$ cat src/rtl/mem_stage_access_ctrl.sv
// MEM-stage data-memory access controller.
// Issues req/ack transactions from EX/MEM, stalls the pipe, formats loads.
module mem_stage_access_ctrl #(
  parameter int unsigned MAX_WAIT = 15
) (
  input  logic        Clk,
  input  logic        Reset,
  input  logic        inMemRead,
  input  logic        inMemWrite,
  input  logic [31:0] inALUResult,
  input  logic [31:0] inReadData2,
  input  logic [31:0] inInstr,
  output logic        MemStall,
  output logic        MemReq,
  output logic        MemWe,
  output logic [31:0] MemAddr,
  output logic [31:0] MemWData,
  output logic [3:0]  MemByteEn,
  input  logic        MemAck,
  input  logic [31:0] MemRData,
  output logic [31:0] LoadData,
  output logic        LoadValid,
  output logic        AddrError,
  output logic        MemTimeout
);

  typedef enum logic [1:0] {
    IDLE,
    ACCESS,
    DONE
  } state_t;

  localparam logic [7:0] LAST = 8'(MAX_WAIT - 1);

  state_t     state;
  state_t     state_nxt;
  logic [7:0] wcnt;

  logic [5:0] opc;
  logic       op_byte;
  logic       op_half;
  logic       op_uns;
  logic [1:0] off;
  logic       access;
  logic       mis;
  logic       tmo;

  logic       l_rd;
  logic       l_byte;
  logic       l_half;
  logic       l_uns;
  logic [1:0] l_off;

  logic [31:0] st_data;
  logic [3:0]  st_be;
  logic [7:0]  ld_b;
  logic [15:0] ld_h;
  logic [31:0] ld_fmt;

  logic unused_bits;
  assign unused_bits = ^inInstr[25:0];

  assign opc    = inInstr[31:26];
  assign off    = inALUResult[1:0];
  assign access = inMemRead | inMemWrite;
  assign tmo    = ~MemAck & (wcnt == LAST);

  // Opcode to access size and signedness; unknown opcodes act as words.
  always_comb begin
    op_byte = 1'b0;
    op_half = 1'b0;
    op_uns  = 1'b0;
    case (opc)
      6'h20, 6'h28: op_byte = 1'b1;
      6'h24: begin
        op_byte = 1'b1;
        op_uns  = 1'b1;
      end
      6'h21, 6'h29: op_half = 1'b1;
      6'h25: begin
        op_half = 1'b1;
        op_uns  = 1'b1;
      end
      default: ;
    endcase
  end

  assign mis = (op_half & off[0]) |
               (~op_byte & ~op_half & (off != 2'b00));

  // Store lane replication and byte enables; loads enable every lane.
  always_comb begin
    st_data = inReadData2;
    st_be   = 4'b1111;
    if (inMemWrite) begin
      if (op_byte) begin
        st_data = {4{inReadData2[7:0]}};
        st_be   = 4'b0001 << off;
      end else if (op_half) begin
        st_data = {2{inReadData2[15:0]}};
        st_be   = off[1] ? 4'b1100 : 4'b0011;
      end
    end
  end

  // Load lane selection and sign/zero extension.
  always_comb begin
    ld_b = MemRData[7:0];
    case (l_off)
      2'd1: ld_b = MemRData[15:8];
      2'd2: ld_b = MemRData[23:16];
      2'd3: ld_b = MemRData[31:24];
      default: ;
    endcase
    ld_h   = l_off[1] ? MemRData[31:16] : MemRData[15:0];
    ld_fmt = MemRData;
    if (l_byte)
      ld_fmt = l_uns ? {24'b0, ld_b} : {{24{ld_b[7]}}, ld_b};
    else if (l_half)
      ld_fmt = l_uns ? {16'b0, ld_h} : {{16{ld_h[15]}}, ld_h};
  end

  // State register.
  always_ff @(posedge Clk) begin
    if (Reset) state <= IDLE;
    else       state <= state_nxt;
  end

  // Next state, request and stall.
  always_comb begin
    state_nxt = state;
    MemStall  = 1'b0;
    MemReq    = 1'b0;
    unique case (state)
      IDLE: begin
        if (access && !mis) begin
          MemStall  = 1'b1;
          state_nxt = ACCESS;
        end
      end
      ACCESS: begin
        MemReq   = 1'b1;
        MemStall = 1'b1;
        if (MemAck || tmo) state_nxt = DONE;
      end
      DONE: state_nxt = IDLE;
      default: state_nxt = IDLE;
    endcase
  end

  // Request latching, wait counting, load capture and status pulses.
  always_ff @(posedge Clk) begin
    if (Reset) begin
      wcnt       <= '0;
      MemWe      <= 1'b0;
      MemAddr    <= '0;
      MemWData   <= '0;
      MemByteEn  <= '0;
      LoadData   <= '0;
      LoadValid  <= 1'b0;
      AddrError  <= 1'b0;
      MemTimeout <= 1'b0;
      l_rd       <= 1'b0;
      l_byte     <= 1'b0;
      l_half     <= 1'b0;
      l_uns      <= 1'b0;
      l_off      <= '0;
    end else begin
      LoadValid  <= 1'b0;
      MemTimeout <= 1'b0;
      AddrError  <= (state == IDLE) && access && mis;
      case (state)
        IDLE: begin
          wcnt <= '0;
          if (access && !mis) begin
            MemWe     <= inMemWrite;
            MemAddr   <= {inALUResult[31:2], 2'b00};
            MemWData  <= inMemWrite ? st_data : 32'h0;
            MemByteEn <= st_be;
            l_rd      <= ~inMemWrite;
            l_byte    <= op_byte;
            l_half    <= op_half;
            l_uns     <= op_uns;
            l_off     <= off;
          end
        end
        ACCESS: begin
          if (MemAck) begin
            if (l_rd) LoadData <= ld_fmt;
            LoadValid <= l_rd;
          end else if (tmo) begin
            if (l_rd) LoadData <= '0;
            LoadValid  <= l_rd;
            MemTimeout <= 1'b1;
          end else begin
            wcnt <= wcnt + 8'd1;
          end
        end
        default: ;
      endcase
    end
  end

endmodule

$ cat config.mk
export PLATFORM = sky130hd
export DESIGN_NAME = mem_stage_access_ctrl
export DESIGN_NICKNAME = d
export VERILOG_FILES = /design/src/rtl/mem_stage_access_ctrl.sv
export SDC_FILE = /design/constraint.sdc
export NUM_CORES = 1
export LEC_CHECK = 0
export CAP_MARGIN = 20
export CORE_MARGIN = 2
export CORE_UTILIZATION = 39
export CTS_BUF_LIST = sky130_fd_sc_hd__clkbuf_4 sky130_fd_sc_hd__clkbuf_8
export CTS_CLUSTER_SIZE = 8
export DETAILED_ROUTE_END_ITERATION = 16
export PLACE_DENSITY = 0.83
export SLEW_MARGIN = 30
export SYNTH_ARGS = -nofsm -noshare
export SYNTH_HDL_FRONTEND = slang
export SYNTH_SLANG_ARGS = --single-unit
$ cat constraint.sdc
create_clock -name Clk -period 2.7 [get_ports Clk]
set_clock_uncertainty 0.15 [all_clocks]
set_input_delay 0.81 -clock Clk [delete_from_list [all_inputs] [get_ports Clk]]
set_output_delay 0.81 -clock Clk [all_outputs]
set_load 0.02 [all_outputs]
# After elaboration in Yosys (flattened, before gate mapping)
# Cells that the tools add are included.
[totals] ff_bits=118 in_bits=133 out_inout_bits=106
[classes] add_sub_neg=1 eq_ne=15 shift=1 muxes=32 bitwise_logic=11 n_reduce_logical=18
[ops] op="$mux 32" n=11
[ops] op="$eq 6x6->1 const B" n=6
[ops] op="$pmux 8 s3" n=1
[ops] op="$mux 16" n=1
[ops] op="$mux 4" n=4
[ops] op="$mux 8" n=2
[ops] op="$pmux 8 s2" n=1
[ops] op="$reduce_or 3->1" n=3
[ops] op="$add 8x1->8 const B" n=1
[ops] op="$eq 8x4->1 const B" n=1
[ops] op="$mux 1" n=8
[ops] op="$ne 2x2->1 const B" n=4
[ops] op="$reduce_and 3->1" n=2
[ops] op="$reduce_bool 2->1" n=3
[ops] op="$not 1->1" n=5
[ops] op="$and 1x1->1" n=4
[ops] op="$eq 2x1->1 const B" n=2
[ops] op="$eq 2x2->1 const B" n=2
[ops] op="$mux 2" n=2
[ops] op="$pmux 2 s2" n=1
[ops] op="$reduce_and 2->1" n=2
[ops] op="$reduce_or 2->1" n=2
[ops] op="$shl 1x2->4 const A" n=1
[ops] op="$logic_and 1x1->1" n=3
[ops] op="other kinds (5)" n=6

# Logic depth before layout (Yosys ltp)
[logic_depth] depth_word=11 mapped_depth=7 depth_no_buf=6

# Least setup slack after synthesis
# Ideal clock, no wire load.
[synth_timing] kind="input-to-output" from="input inInstr[27]" to="output MemStall" arrival_ns=2.059 slack_ns=-0.319 stages=6 n_path_buf=2 path_cell_list="or3b_1 -> buf_6 -> o21ai_4 -> o21ai_2 -> buf_2 -> nand2_1"
[synth_via] elab_chain_len=11 elab_cells_between_ends=20 classes_between="6 x eq/ne; 4 x mux; 6 x bitwise; 4 x reduce/logical"
[synth_rtl] element="start, declared" line_no="12" text="input logic [31:0] inInstr,"
[synth_rtl] element="$eq 6x6->1" line_no="73" text="case (opc)"
[synth_rtl] element="$reduce_or 3->1 (no source line)"
[synth_rtl] element="$mux 1" line_no="73"
[synth_rtl] element="$not 1->1" line_no="89" text="(~op_byte & ~op_half & (off != 2'b00));"
[synth_rtl] element="$and 1x1->1 (2 in a row)" line_no="89"
[synth_rtl] element="$or 1x1->1 *" line_no="88" text="assign mis = (op_half & off[0]) |"
[synth_rtl] element="$logic_not 1->1 *" line_no="136" text="if (access && !mis) begin"
[synth_rtl] element="$logic_and 1x1->1 *" line_no="136"
[synth_rtl] element="$mux 1 *" line_no="136"
[synth_rtl] element="$pmux 1 s2 *" line_no="134" text="unique case (state)"
[synth_rtl] element="end, declared" line_no="13" text="output logic MemStall,"
# Mark *: on every way between the ends. The rest lies on a longest branch, timed or not.

# Worst setup path in the final report
# Ends and elaborated chain as after synthesis.

==> impl_metrics.ini <==
[floorplanning]
row_count = 43
initial_utilization_pct = 39.7
dieArea_um2 = 15000
core-area_um2 = 13800
io_pins = 239
die_y_um = 122
die_w_um = 122

[timing]
worst_slew_pin_slew_ns = 0.573
setup-tns-final_ns = -0.0529
min_period_ns = 2.75
finalCritPeriodShare_pct = 102
hold_viol = 0
rsz0062_at_grt = yes
drv_slew = 0
fmax_ghz = 0.363
layout_setup_ws_ns = -0.0529
final-setup-viol-count = 1
slew_headroom_pct = 61.8

[clock_tree]
numCtsBuffers = 17
clk_pin_slew_ns = 0.07
cts_num_sinks = 118
postCtsSetupBuffers = 0
htreeDepth = 4
clock_latency_ns = 0.42
clockBufferDepth = 2
cts_tree = yes
cts_root_buf = clkbuf_8

[pwr]
leakagePower_nw = 3.13
ir_worst_vdd_v = 0.000300
power.total_mw = 4.25
power_density_nw_per_um2 = 512

[global_routing]
grt_use_met1_pct = 29.1
grt_pass1_wl_um = 27700
met3_usage_pct = 7.57
grt-ovfl-total = 0
grt_usage_pct = 23.5
grt_max_degree = 45
grt_antenna_before_repair = 0
grt_pass1_vias = 5427
top_usage_layer = met2
met2_usage_pct = 37.5

[detailed_routing]
wl_um = 17700
drcViolationCount = 0
vias = 5492
via_per_inst = 5.71
post_drt_wl_per_cell_um = 18.4
drt_iter0_drc = 485
dr.pass1.iters = 5
antenna_left = 0

[placement]
hpwlAfterDp_um = 12800
place_congestion = 0.895
port_buffers = 210
place_area_um2 = 7900

[critical_path]
path_cells = buf_6 -> or3b_4 -> o21ai_4 -> o21ai_4 -> nand2_4 -> buf_6
required_ns = 1.74
start_kind = primary input
cp_data_arrival_time_ns = 1.79
worstSetupEndpointType = output pin
max_stage_delay_ns = 0.43
worst_path_max_delay_cell = or3b_4
critical_path.max_fanout = 3
path_class = in -> out

[logic_synthesis]
synth_area_um2 = 5460
async_reset_ff_share_pct = 0
ys_seq_elements = 118
synth.avg_cell_area_um2 = 9.84
yosysSeqAreaShare_pct = 43.2
synth_edf_count = 0
synthFlopType = dfxtp_1
synthCells = 555
ys_types = 61
ys_warn_count = 0

[run]
drv_cap = 0

[worst_hold_path]
min-delay-path-class = reg -> reg

[final_layout]
drive_gt1_share_pct = 14.0
area_growth_pct = 51.7
antenna_cells = 0
fin_util_pct = 60.2
design_area_um2 = 8290
layout.nets = 904

[run_status]
status = finished, violations left
violations = negative setup slack
[final timing paths]
path                      end  slack (ns)  cells after the start        start
setup / recovery     MemStall       -0.05                      6  inInstr[27]
hold / removal    MemWData[5]        0.31                      2  MemWData[5]
setup reg to reg  LoadData[6]        0.53                      7      wcnt[0]
hold reg to reg   MemWData[5]        0.31                      2  MemWData[5]
[state kept, by name (all words and copies together) (netlist names)]
signal,cells
MemByteEn,4
l_byte,1
MemWData,32
l_rd,1
l_off,2
MemAddr,30
state,2
LoadValid,1
LoadData,32
MemWe,1
AddrError,1
l_uns,1
MemTimeout,1
wcnt,8
l_half,1
[metal layers]
metal,up-vias,share of wire (%)
met3,44,9.1
met4,0,3.1
li1,2575,-
met1,2584,42
met2,289,46
met5,-,0
[area by class of cell]
cell class,instances,area [µm²]
Fill cell,1161,5490
Multi-Input combinational cell,375,2860
Timing Repair Buffer,248,2410
Sequential cell,118,2360
Clock buffer,23,298
Tap cell,180,225
Clock inverter,8,98.8
Inverter,9,33.8
[cells in the final DEF (no fill, tap or decap), types with 20 or more instances in the layout]
| cell type | instances |
|---|---|
| o31ai_1 | 36 |
| nand2_1 | 32 |
| buf_4 | 35 |
| dfxtp_1 | 118 |
| o2bb2ai_1 | 48 |
| a21oi_1 | 53 |
| clkbuf_8 | 20 |
| mux2i_1 | 41 |
| o211ai_1 | 34 |
| clkdlybuf4s50_1 | 197 |
[metrics by stage]
stage                     worst slack [ns]  hold WS (ns)  instances
after detailed placement            -0.987         0.295        930
final                              -0.0529         0.309        961
after CTS                           -0.124         0.312        961
after global placement              -0.976         0.294        930
after floorplan                     -0.164         0.304        556
after global routing               -0.0781         0.326        961
[cell families after synthesis]
family                   Yosys count  share of synthesized area (%)
AO/OA/AOI/OAI                    223                           29.5
flip-flops                       118                           43.2
AND/OR/NAND/NOR                   88                           8.50
buffers and inverters             63                           5.20
multiplexers                      58                           12.7
adder cells (fa/ha/maj)            2                          0.458
XOR/XNOR                           2                          0.321
other                              1                         0.0686
[synthesized netlist by cell type, types with 2 or more instances]
library cell	instances	area, µm²
nand3_1	9	45.0
nand2_1	33	124
o211ai_1	34	255
and3_1	8	50.1
a22oi_1	4	30.0
a21o_1	2	15.0
nand2b_1	3	18.8
dfxtp_1	118	2360
o21ai_0	9	45.0
a21oi_1	53	265
clkbuf_1	39	146
or3_1	3	18.8
buf_2	7	35.0
nor4_1	2	12.5
a221oi_1	2	17.5
a211oi_1	10	75.1
o21ai_1	4	20.0
or4_1	4	30.0
mux2i_1	41	410
nor2_1	11	41.3
xor2_1	2	17.5
inv_1	7	26.3
a22o_1	8	70.1
or2_2	2	12.5
nor3_1	2	10.0
mux2_2	9	101
buf_6	4	45.0
buf_4	2	15.0
ha_1	2	25.0
o31ai_1	36	270
mux4_2	8	180
o2bb2ai_1	48	420
[worst max-delay path, delay by kind of cell]
kind | cells | cell delay [ns]
AND/OR/NAND/NOR | 2 | 0.51
AO/OA/AOI/OAI | 2 | 0.27
buffers and inverters | 2 | 0.20
[power breakdown]
part | leakage, nW | internal, mW | switching, mW
Clock | 0.202 | 0.916 | 0.686
Combinational | 1.97 | 0.397 | 0.397
Sequential | 0.958 | 1.81 | 0.0450
Total | 3.13 | 3.12 | 1.13
[timing repair]
action                                  CTS  global route
hold buffers                              0             0
resized for setup                        25             3
pin swaps                                 6             5
endpoints found under the setup margin    2             1
No activity file was read; power rests on OpenSTA's default activity.
